**src/rtl/trap_base_unit_if.sv**
```systemverilog
// Trap arbiter bus: trap sources, PSR.ET, ControlUnit handshake, WRTBR and TBR readback.
interface trap_base_unit_if #(
  parameter int unsigned N_SRC = 8,
  parameter int unsigned TT_W  = 8
);
  logic [N_SRC-1:0] trap_src;
  logic             ET;
  logic             trap_ack;
  logic             TBR_enable;
  logic [31:0]      TBR_in;
  logic             TBR_Clr;
  logic             trap_req;
  logic [TT_W-1:0]  tt;
  logic [31:0]      TBR_out;
  logic [N_SRC-1:0] pending;
  logic             error_mode;

  // Master side: trap sources plus ControlUnit.
  modport master (
    output trap_src, ET, trap_ack, TBR_enable, TBR_in, TBR_Clr,
    input  trap_req, tt, TBR_out, pending, error_mode
  );

  // Slave side: the trap base unit itself.
  modport slave (
    input  trap_src, ET, trap_ack, TBR_enable, TBR_in, TBR_Clr,
    output trap_req, tt, TBR_out, pending, error_mode
  );
endinterface

```
**src/rtl/trap_base_unit.sv**
```systemverilog
// Trap base register (TBR) and fixed-priority trap arbiter. Source 0 is highest priority.
module trap_base_unit #(
  parameter int unsigned      N_SRC    = 8,
  parameter int unsigned      TT_W     = 8,
  parameter logic [TT_W-1:0]  TT_BASE  = TT_W'(8'h01),
  parameter logic [N_SRC-1:0] MASKABLE = N_SRC'(8'hF0)
) (
  input logic               Clk,
  input logic               RESET,
  trap_base_unit_if.slave   bus
);

  localparam int unsigned SelW = (N_SRC > 1) ? $clog2(N_SRC) : 1;

  typedef enum logic [1:0] {StIdle, StReq, StError} state_e;

  state_e           state_q;
  logic [SelW-1:0]  sel_q;
  logic [SelW-1:0]  sel_c;
  logic [TT_W-1:0]  tt_q;
  logic             trap_req_q;
  logic             error_mode_q;
  logic [N_SRC-1:0] pending_q;
  logic [N_SRC-1:0] eligible;
  logic [N_SRC-1:0] clr_mask;
  logic             fatal;
  logic             ack_fire;
  logic [19:0]      tba_q;
  logic [7:0]       tbr_tt_q;

  // WRTBR only uses the TBA field; the low bits are intentionally dropped.
  logic unused_tbr_in_low;
  assign unused_tbr_in_low = ^bus.TBR_in[11:0];

  // Eligibility, fatal detection, priority pick and the ack-driven pending clear.
  always_comb begin
    eligible = pending_q & (bus.ET ? {N_SRC{1'b1}} : ~MASKABLE);
    fatal    = (|(pending_q & ~MASKABLE)) & ~bus.ET;
    sel_c    = '0;
    // Descending scan so the lowest set index wins.
    for (int i = int'(N_SRC) - 1; i >= 0; i--) begin
      if (eligible[i]) sel_c = SelW'(i);
    end
    ack_fire = (state_q == StReq) & bus.trap_ack;
    clr_mask = '0;
    if (ack_fire) clr_mask[sel_q] = 1'b1;
  end

  // Sticky pending bits; a new request in the same cycle as its clear wins.
  always_ff @(posedge Clk or posedge RESET) begin
    if (RESET) begin
      pending_q <= '0;
    end else begin
      pending_q <= (pending_q & ~clr_mask) | bus.trap_src;
    end
  end

  // Arbiter FSM with registered trap_req, tt and error_mode.
  always_ff @(posedge Clk or posedge RESET) begin
    if (RESET) begin
      state_q      <= StIdle;
      sel_q        <= '0;
      tt_q         <= '0;
      trap_req_q   <= 1'b0;
      error_mode_q <= 1'b0;
    end else begin
      case (state_q)
        StIdle: begin
          if (fatal) begin
            state_q      <= StError;
            error_mode_q <= 1'b1;
          end else if (|eligible) begin
            sel_q      <= sel_c;
            tt_q       <= TT_BASE + TT_W'(sel_c);
            trap_req_q <= 1'b1;
            state_q    <= StReq;
          end
        end
        StReq: begin
          // No preemption: sel/tt stay frozen until the ControlUnit acks.
          if (bus.trap_ack) begin
            trap_req_q <= 1'b0;
            state_q    <= StIdle;
          end
        end
        StError: begin
          error_mode_q <= 1'b1;
          trap_req_q   <= 1'b0;
        end
        default: state_q <= StIdle;
      endcase
    end
  end

  // TBR fields: clear beats WRTBR and the ack tt capture; the latter two may coincide.
  always_ff @(posedge Clk or posedge RESET) begin
    if (RESET) begin
      tba_q    <= '0;
      tbr_tt_q <= '0;
    end else if (bus.TBR_Clr) begin
      tba_q    <= '0;
      tbr_tt_q <= '0;
    end else begin
      if (bus.TBR_enable) tba_q <= bus.TBR_in[31:12];
      if (ack_fire) tbr_tt_q <= 8'(tt_q);
    end
  end

  assign bus.trap_req   = trap_req_q;
  assign bus.tt         = tt_q;
  assign bus.TBR_out    = {tba_q, tbr_tt_q, 4'b0000};
  assign bus.pending    = pending_q;
  assign bus.error_mode = error_mode_q;

endmodule

```
**src/flat_wrapper.sv**
```systemverilog
// flat-port wrapper written by rule: the top's interface ports become plain ports
module trap_base_unit_flat 
#(
  parameter int unsigned      N_SRC    = 8,
  parameter int unsigned      TT_W     = 8,
  parameter logic [TT_W-1:0]  TT_BASE  = TT_W'(8'h01),
  parameter logic [N_SRC-1:0] MASKABLE = N_SRC'(8'hF0)
)
  (Clk, RESET, bus_trap_src, bus_ET, bus_trap_ack, bus_TBR_enable, bus_TBR_in, bus_TBR_Clr, bus_trap_req, bus_tt, bus_TBR_out, bus_pending, bus_error_mode);
  trap_base_unit_if #(.N_SRC(N_SRC), .TT_W(TT_W)) bus_i ();
  input logic Clk;
  input logic RESET;
  input wire logic [$bits(bus_i.trap_src)-1:0] bus_trap_src;
  input wire logic [$bits(bus_i.ET)-1:0] bus_ET;
  input wire logic [$bits(bus_i.trap_ack)-1:0] bus_trap_ack;
  input wire logic [$bits(bus_i.TBR_enable)-1:0] bus_TBR_enable;
  input wire logic [$bits(bus_i.TBR_in)-1:0] bus_TBR_in;
  input wire logic [$bits(bus_i.TBR_Clr)-1:0] bus_TBR_Clr;
  output wire logic [$bits(bus_i.trap_req)-1:0] bus_trap_req;
  output wire logic [$bits(bus_i.tt)-1:0] bus_tt;
  output wire logic [$bits(bus_i.TBR_out)-1:0] bus_TBR_out;
  output wire logic [$bits(bus_i.pending)-1:0] bus_pending;
  output wire logic [$bits(bus_i.error_mode)-1:0] bus_error_mode;
  assign bus_i.trap_src = bus_trap_src;
  assign bus_i.ET = bus_ET;
  assign bus_i.trap_ack = bus_trap_ack;
  assign bus_i.TBR_enable = bus_TBR_enable;
  assign bus_i.TBR_in = bus_TBR_in;
  assign bus_i.TBR_Clr = bus_TBR_Clr;
  assign bus_trap_req = bus_i.trap_req;
  assign bus_tt = bus_i.tt;
  assign bus_TBR_out = bus_i.TBR_out;
  assign bus_pending = bus_i.pending;
  assign bus_error_mode = bus_i.error_mode;
  trap_base_unit #(.N_SRC(N_SRC), .TT_W(TT_W), .TT_BASE(TT_BASE), .MASKABLE(MASKABLE)) u_core (.Clk(Clk), .RESET(RESET), .bus(bus_i));
endmodule
```
**config.mk**
```make
export PLATFORM = sky130hd
export DESIGN_NAME = trap_base_unit_flat
export DESIGN_NICKNAME = d
export VERILOG_FILES = /design/src/rtl/trap_base_unit_if.sv /design/src/rtl/trap_base_unit.sv /design/src/flat_wrapper.sv
export SDC_FILE = /design/constraint.sdc
export NUM_CORES = 1
export LEC_CHECK = 0
export BUFFER_PORTS_ARGS = -buffer_cell sky130_fd_sc_hd__buf_2
export CORE_UTILIZATION = 46
export CTS_CLUSTER_DIAMETER = 120
export DETAILED_ROUTE_END_ITERATION = 6
export PLACE_DENSITY = 0.79
export SLEW_MARGIN = 20
export SYNTH_ARGS = -nofsm -noshare
export SYNTH_HDL_FRONTEND = slang
export SYNTH_SLANG_ARGS = --single-unit
```
**constraint.sdc**
```tcl
create_clock -name Clk -period 2 [get_ports Clk]
set_input_delay 0.3 -clock Clk [delete_from_list [all_inputs] [get_ports Clk]]
set_output_delay 0.3 -clock Clk [all_outputs]
set_load 0.005 [all_outputs]
```
==> flow_summary.json, run 1 <==
{
  "p_switching_mw": 0.6995,
  "path_cells": "or4_4 > a211oi_4 > ha_2 > inv_1 > a21oi_1 > o22ai_1 > a31oi_1",
  "htree_levels": 2,
  "synthArstFlopShare_pct": 100.0,
  "synth-seq-area-share_pct": 52.28,
  "fin_util_pct": 63.07,
  "combinationalPowerShare_pct": 25.6,
  "final_cell_mix": "71 x buf_2, 42 x dfrtp_1, 25 x nor2_1",
  "failed_checks": "setup timing",
  "dp_hpwl_mm": 3.435,
  "wl_per_cell_um": 13.58,
  "antenna_left": 0,
  "grt_pass1_wl_mm": 6.672,
  "power_density_nw_per_um2": 880.2,
  "maxCapViolations": 0,
  "setup_tns_ns": -0.0003686,
  "setup_viol": 1,
  "grt_max_degree": 25,
  "worst_pin_slew_ns": 0.7810,
  "hold_viol_final": 0,
  "port_buffers": 71,
  "cp-start-kind": "register",
  "worstPathArrival_ns": 2.19,
  "slew_violations": 0,
  "cp_max_fo": 3,
  "pre_cts_ws_ns": -0.03272,
  "regArea_um2": 1077,
  "worstPathRequired_ns": 2.19,
  "drtIter0Drc": 76,
  "design.die.area_um2": 4746,
  "firstDrtPassIters": 4,
  "r2r-start": "u_core.bus.pending[5]",
  "drc": 0,
  "netlist_area_um2": 2058,
  "hold_path.class": "input port to async pin",
  "skew_ns": 0.008185,
  "critPathBufInv": 1,
  "clk_pin_slew_ns": 0.08,
  "cts_buffer_depth": 2,
  "antenna_found_initial": 0,
  "rrSetupSlack_ns": -0.0004,
  "fin_ws_ns": -0.0003686,
  "cpPeakStageDelay_ns": 0.55,
  "initial_core_util_pct": 49.67,
  "vdd_drop_max_mv": 0.4623,
  "wirelength_mm": 4.454,
  "yosysWarnings": 0,
  "cellInternalPower_mw": 1.601,
  "synth_area_leaders": "dfrtp_1 52%, mux2i_1 10%, nor2_1 4.6%",
  "rows": 23,
  "synth_edf_count": 0,
  "yosys.area.top_type": "dfrtp_1",
  "synth_top_cell_area_share_pct": 52.28,
  "drive_gt1_share_pct": 35.97,
  "cts_inserted_buffers": 5,
  "antennaDiodeCount": 0,
  "max-slew-margin-rel_pct": 47.61,
  "overflow": 0,
  "vias_per_cell": 5.159,
  "end_kind": "register",
  "synth_seq_cells": 43,
  "fillers": 361,
  "post-route-min-period_ns": 2.000,
  "p_clk_share_pct": 28.6,
  "avgSynthCellArea_um2": 10.50,
  "ys.flop_type": "dfrtp_1",
  "layout.nets": 327,
  "dieHeight_um": 68.89,
  "p_seq_share_pct": 45.7,
  "clock_sinks": 43,
  "root_buffer": "clkbuf_8",
  "first_global_vias": 1510,
  "fmax_mhz": 499.9,
  "ys_types": 35,
  "rr_worst_depth": 7,
  "cts_tree": "done",
  "critical_path_class": "register to register",
  "final_common_cell": "buf_2",
  "io_pins": 96,
  "track_usage_pct": 19.24,
  "cpMaxStageDelayCell": "or4_4",
  "syn_to_final_growth_pct": 26.99,
  "crit_family": "compound AO/OA/AOI/OAI gates",
  "outcome": "finished with violations",
  "die_w_um": 68.89,
  "route.vias.total": 1692,
  "period_share_pct": 100.0,
  "leakage_nw": 1.378,
  "gp_congestion": 0.7990,
  "multiInputGateArea_um2": 877.1,
  "clock_latency_ns": 0.29,
  "core_um2": 4144,
  "syn_inst": 196,
  "reg2reg_to": "u_core.bus.tt[2]",
  "sw_frac_of_total_pct": 30.40
}
power by group through the flow:
stage / logic, mW / registers (mW) / clock network, mW
finish: 0.590 / 1.05 / 0.659
global route: 0.670 / 1.07 / 0.716
CTS: 0.589 / 1.05 / 0.682
detailed placement: 0.584 / 1.07 / 0
global placement: 0.570 / 1.06 / 0
floorplan: 0.364 / 1.06 / 0
routing by layer:
layer / track usage (%) / vias to the layer above / part of all wire, %
met5: 0 / - / 0
met4: 7.908 / 0 / 1.6
met3: 3.783 / 7 / 4.9
met2: 31.55 / 60 / 51
met1: 24.74 / 810 / 42
li1: - / 815 / -
worst max-delay path by stage:
| stage | startpoint | endpoint | slack [ns] | cells after the start |
|---|---|---|---|---|
| after global placement | bus_ET | u_core.bus.tt[2] | 0.07 | 9 |
| final | u_core.bus.pending[5] | u_core.bus.tt[2] | -0.0004 | 7 |
| after detailed placement | bus_ET | u_core.bus.tt[2] | -0.03 | 9 |
| after global routing | u_core.bus.pending[5] | u_core.bus.tt[2] | -0.08 | 7 |
| after CTS | u_core.bus.pending[7] | u_core.bus.tt[2] | 0.009 | 8 |
| after floorplan | u_core.bus.pending[5] | u_core.bus.tt[2] | 0.14 | 7 |
state kept, by name, indices dropped and copies added (netlist names):
| signal | flops |
|---|---|
| u_core.bus.error_mode | 1 |
| u_core.bus.pending | 8 |
| u_core.bus.trap_req | 1 |
| u_core.bus.tt | 4 |
| u_core.sel_q | 3 |
| u_core.state_q | 2 |
| u_core.tba_q | 20 |
| u_core.tbr_tt_q | 4 |
logic make-up after synthesis:
family          Yosys count  share of synthesized area [%]
compound gates           35                          11.55
mux                      22                          10.76
flops                    43                          52.28
other cells               1                         0.1822
simple gates             62                          15.20
buf+inv                  29                          7.599
fa+ha+maj                 4                          2.432
per-stage QoR:
stage / power, mW / hold slack [ns] / std cells / instance area (um2)
final: 2.301 / 0.04965 / 328 / 2614
after floorplan: 1.425 / 0.3631 / 207 / 2100
after CTS: 2.323 / 0.06304 / 326 / 2587
after global routing: 2.452 / 0.08140 / 328 / 2614
after detailed placement: 1.653 / 0.3769 / 318 / 2475
after global placement: 1.632 / 0.3739 / 318 / 2475
final cells by class:
cell class                      count  share of cell area [%]
Sequential cell                    43                   41.22
Clock buffer                        5                   2.633
Inverter                           11                   1.580
Multi-Input combinational cell    135                   33.56
Tap cell                           50                   2.393
Clock inverter                      3                   1.675
Timing Repair Buffer               81                   16.95
Yosys cell counts, types with 2 or more instances:
library cell	number
nand2b_1	5
inv_1	10
nand2_1	12
and2_1	2
o21ai_0	4
nand3_1	8
o41ai_1	2
o31ai_1	2
ha_1	4
buf_4	12
a21oi_1	12
o22ai_1	2
clkbuf_1	4
buf_2	2
mux2i_1	21
or4_4	2
o21bai_1	2
nor2_1	25
dfrtp_1	43
a31oi_1	2
nor4_1	3
a21o_1	4
what timing repair did:
| item | in CTS | in global routing |
|---|---|---|
| resized for setup | 0 | 3 |
| hold endpoints to repair | 0 | 0 |
| hold buffers | 0 | 0 |
| setup buffers | 0 | 2 |
| endpoints found under the setup margin | 0 | 1 |
Note: power is estimated with default switching activity, not from simulation.
==> run 2: changes to the inputs <==
Settings changed: ABC_AREA from default to 1, CORE_UTILIZATION 46 to 47, PLACE_DENSITY 0.79 to 0.8.
==> run 2 against run 1 <==
  * The flow now finishes without violations
  * Power down 11%
  * Cell area decreased by 1.0%
  * Sequential power down 5%
  * Non-clock buffer count fell by 8
  * Sequential cell count is the same
  * Fmax grew 32%
  * Routed wire length shrank 4.2%
  * Clock power fell by 17%
  * Die area up 1.5%
  * Largest power group unchanged
==> flow_summary.json, run 2 <==
{
  "setup_tns_ns": 0,
  "drive_gt1_share_pct": 30.58,
  "power_density_nw_per_um2": 795.3,
  "outcome": "complete, no violations",
  "postCtsSetupBuffers": 0,
  "end_kind": "register",
  "antenna_found_initial": 0,
  "cts_resized": 0,
  "avgSynthCellArea_um2": 8.437,
  "rows": 24,
  "antenna_left": 0,
  "ys_types": 27,
  "regArea_um2": 1076,
  "fin_ws_ns": 0.4791,
  "grt_pass1_wl_mm": 7.445,
  "placed_cell_area_um2": 2499,
  "stdcell_area_um2": 2587,
  "netlist_area_um2": 2135,
  "synth-seq-area-share_pct": 50.41,
  "synth_edf_count": 0,
  "critical_path_class": "register to register",
  "clock_latency_ns": 0.30,
  "track_usage_pct": 19.53,
  "first_global_vias": 1730,
  "worstPathRequired_ns": 2.18,
  "slew_violations": 0,
  "wirelength_mm": 4.268,
  "final_cells": 379,
  "clk_pin_slew_ns": 0.09,
  "critPathBufInv": 2,
  "root_buffer": "clkbuf_8",
  "htree_levels": 2,
  "port_buffers": 71,
  "worstPathArrival_ns": 1.70,
  "io_pins": 96,
  "synthArstFlopShare_pct": 100.0,
  "cts_tree": "done",
  "multiInputGateArea_um2": 807.0,
  "synth_area_leaders": "dfrtp_1 50%, nand3_1 8.0%, nand2_1 7.6%",
  "die_w_um": 69.39,
  "largest_reg_flops": 20,
  "dp_hpwl_mm": 3.274,
  "pre_cts_ws_ns": 0.4690,
  "leakage_nw": 1.435,
  "final_common_cell": "buf_2",
  "layout.nets": 376,
  "hold_path.class": "input port to async pin",
  "maxCapViolations": 0,
  "fillers": 393,
  "crit_path_frequent_cell": "nand2_1",
  "drc": 0,
  "dpl.cell_count": 371,
  "synth_seq_cells": 43,
  "design.die.area_um2": 4815,
  "gp_congestion": 0.7999,
  "cpMaxStageDelayCell": "dfrtp_1",
  "rsz0062_at_grt": "false",
  "cpPeakStageDelay_ns": 0.41,
  "skew_ns": 0.005508,
  "grt_max_degree": 29,
  "cts_hold_buf": 0,
  "initial_core_util_pct": 49.02,
  "drtIter0Drc": 97,
  "ys.flop_type": "dfrtp_1",
  "synthTopCellsByCount": "43 x dfrtp_1, 43 x nand2_1, 42 x inv_1",
  "yosys.area.top_type": "dfrtp_1",
  "cp-start-kind": "register",
  "final_cell_mix": "71 x buf_2, 43 x nand2_1, 43 x dfrtp_1",
  "cts_inserted_buffers": 5,
  "worst_pin_slew_ns": 0.7434,
  "antennaDiodeCount": 0,
  "vdd_drop_max_mv": 0.4957,
  "cp_max_fo": 6,
  "overflow": 0,
  "synth_top_cell_area_share_pct": 50.41,
  "vias_per_cell": 4.739,
  "setup_viol": 0,
  "core_um2": 4354,
  "syn_inst": 253,
  "wl_per_cell_um": 11.26,
  "period_share_pct": 76.05,
  "yosysWarnings": 0,
  "dieHeight_um": 69.39,
  "crit_family": "flip-flops",
  "power_mw": 2.058,
  "post-route-min-period_ns": 1.521,
  "firstDrtPassIters": 4,
  "path_cells": "inv_1 > ha_1 > nand2_1 > inv_1 > nand2_1 > o21ai_0 > nand2_1",
  "hold_viol_final": 0,
  "cts_buffer_depth": 2,
  "clock_sinks": 43,
  "largest_register": "u_core.tba_q",
  "max-slew-margin-rel_pct": 50.13,
  "fmax_mhz": 657.5,
  "route.vias.total": 1796,
  "syn_to_final_growth_pct": 21.22
}
## run 2: cell count changes in the layout (fill, tap and decap cells not counted), sizes merged, moves of 5 or more
| cell | change |
|---|---|
| mux2i | -21 |
| nand3 | +27 |
| o21ai | +24 |
| nor2 | -11 |
| a21oi | -11 |
| nand2 | +37 |
| buf | -8 |
| inv | +35 |
| nand2b | -5 |
## run 2: layout make-up
cell class | count | area share (%)
clock buffers | 5 | 2.660
clock inverters | 3 | 0.7737
inverters | 47 | 6.963
multi-input cells | 156 | 31.19
flip-flops and latches | 43 | 41.59
well taps | 52 | 2.515
repair buffers | 73 | 14.31
## run 2: worst reg2reg max path: stages (launching register included)
cell and delay (ns):
dfrtp_1 0.41, inv_1 0.08, ha_1 0.16, nand2_1 0.15, inv_1 0.18, nand2_1 0.14, o21ai_0 0.20, nand2_1 0.08
## run 2: power by group
part / total (mW) / switching [mW] / internal [mW] / leakage, nW
Clock: 0.550 / 0.307 / 0.243 / 0.0402
Combinational: 0.506 / 0.308 / 0.197 / 0.862
Sequential: 1.00 / 0.0495 / 0.952 / 0.533
## run 2: cell families (layout without fill, tap and decap cells)
kind of cell	Yosys count	in the layout	share of synthesized area, %
and+or+nand+nor	103	103	23.39
adders and majority gates	4	4	2.345
other	1	12	0.1757
xor gates and xnor gates	1	1	0.4104
AOI/OAI and AO/OA	36	36	9.554
DFF	43	43	50.41
buffers and inverters	65	128	13.72
## run 2: path summary, 6_finish.rpt
path / startpoint / end / slack (ns) / depth (start not counted)
worst max-delay path: u_core.state_q[1] / u_core.bus.pending[5] / 0.48 / 7
worst min-delay path: RESET / u_core.tba_q[9] / 0.03 / 2
worst max register to register: u_core.state_q[1] / u_core.bus.pending[5] / 0.48 / 7
worst min register to register: u_core.bus.trap_req / u_core.bus.trap_req / 0.47 / 2
max in group asynchronous: RESET / u_core.sel_q[0] / 1.41 / 3
min in group Clk: bus_trap_src[4] / u_core.bus.pending[4] / 0.19 / 3
## run 2: metrics by stage
stage,hold slack (ns),util (%)
floorplan,0.3984,-
global placement,0.3634,57.39
detailed placement,0.3710,57.39
CTS,0.04204,59.43
global route,0.07807,59.43
finish,0.02744,59.43
## run 2: layer usage
metal,GRT usage (%),share of wire (%),up-vias,wire (um)
met4,5.442,1.1,0,48
met5,0,0,-,0
met2,33.76,48,68,2033
met3,6.250,6.8,5,291
li1,-,-,910,-
met1,23.29,44,813,1895
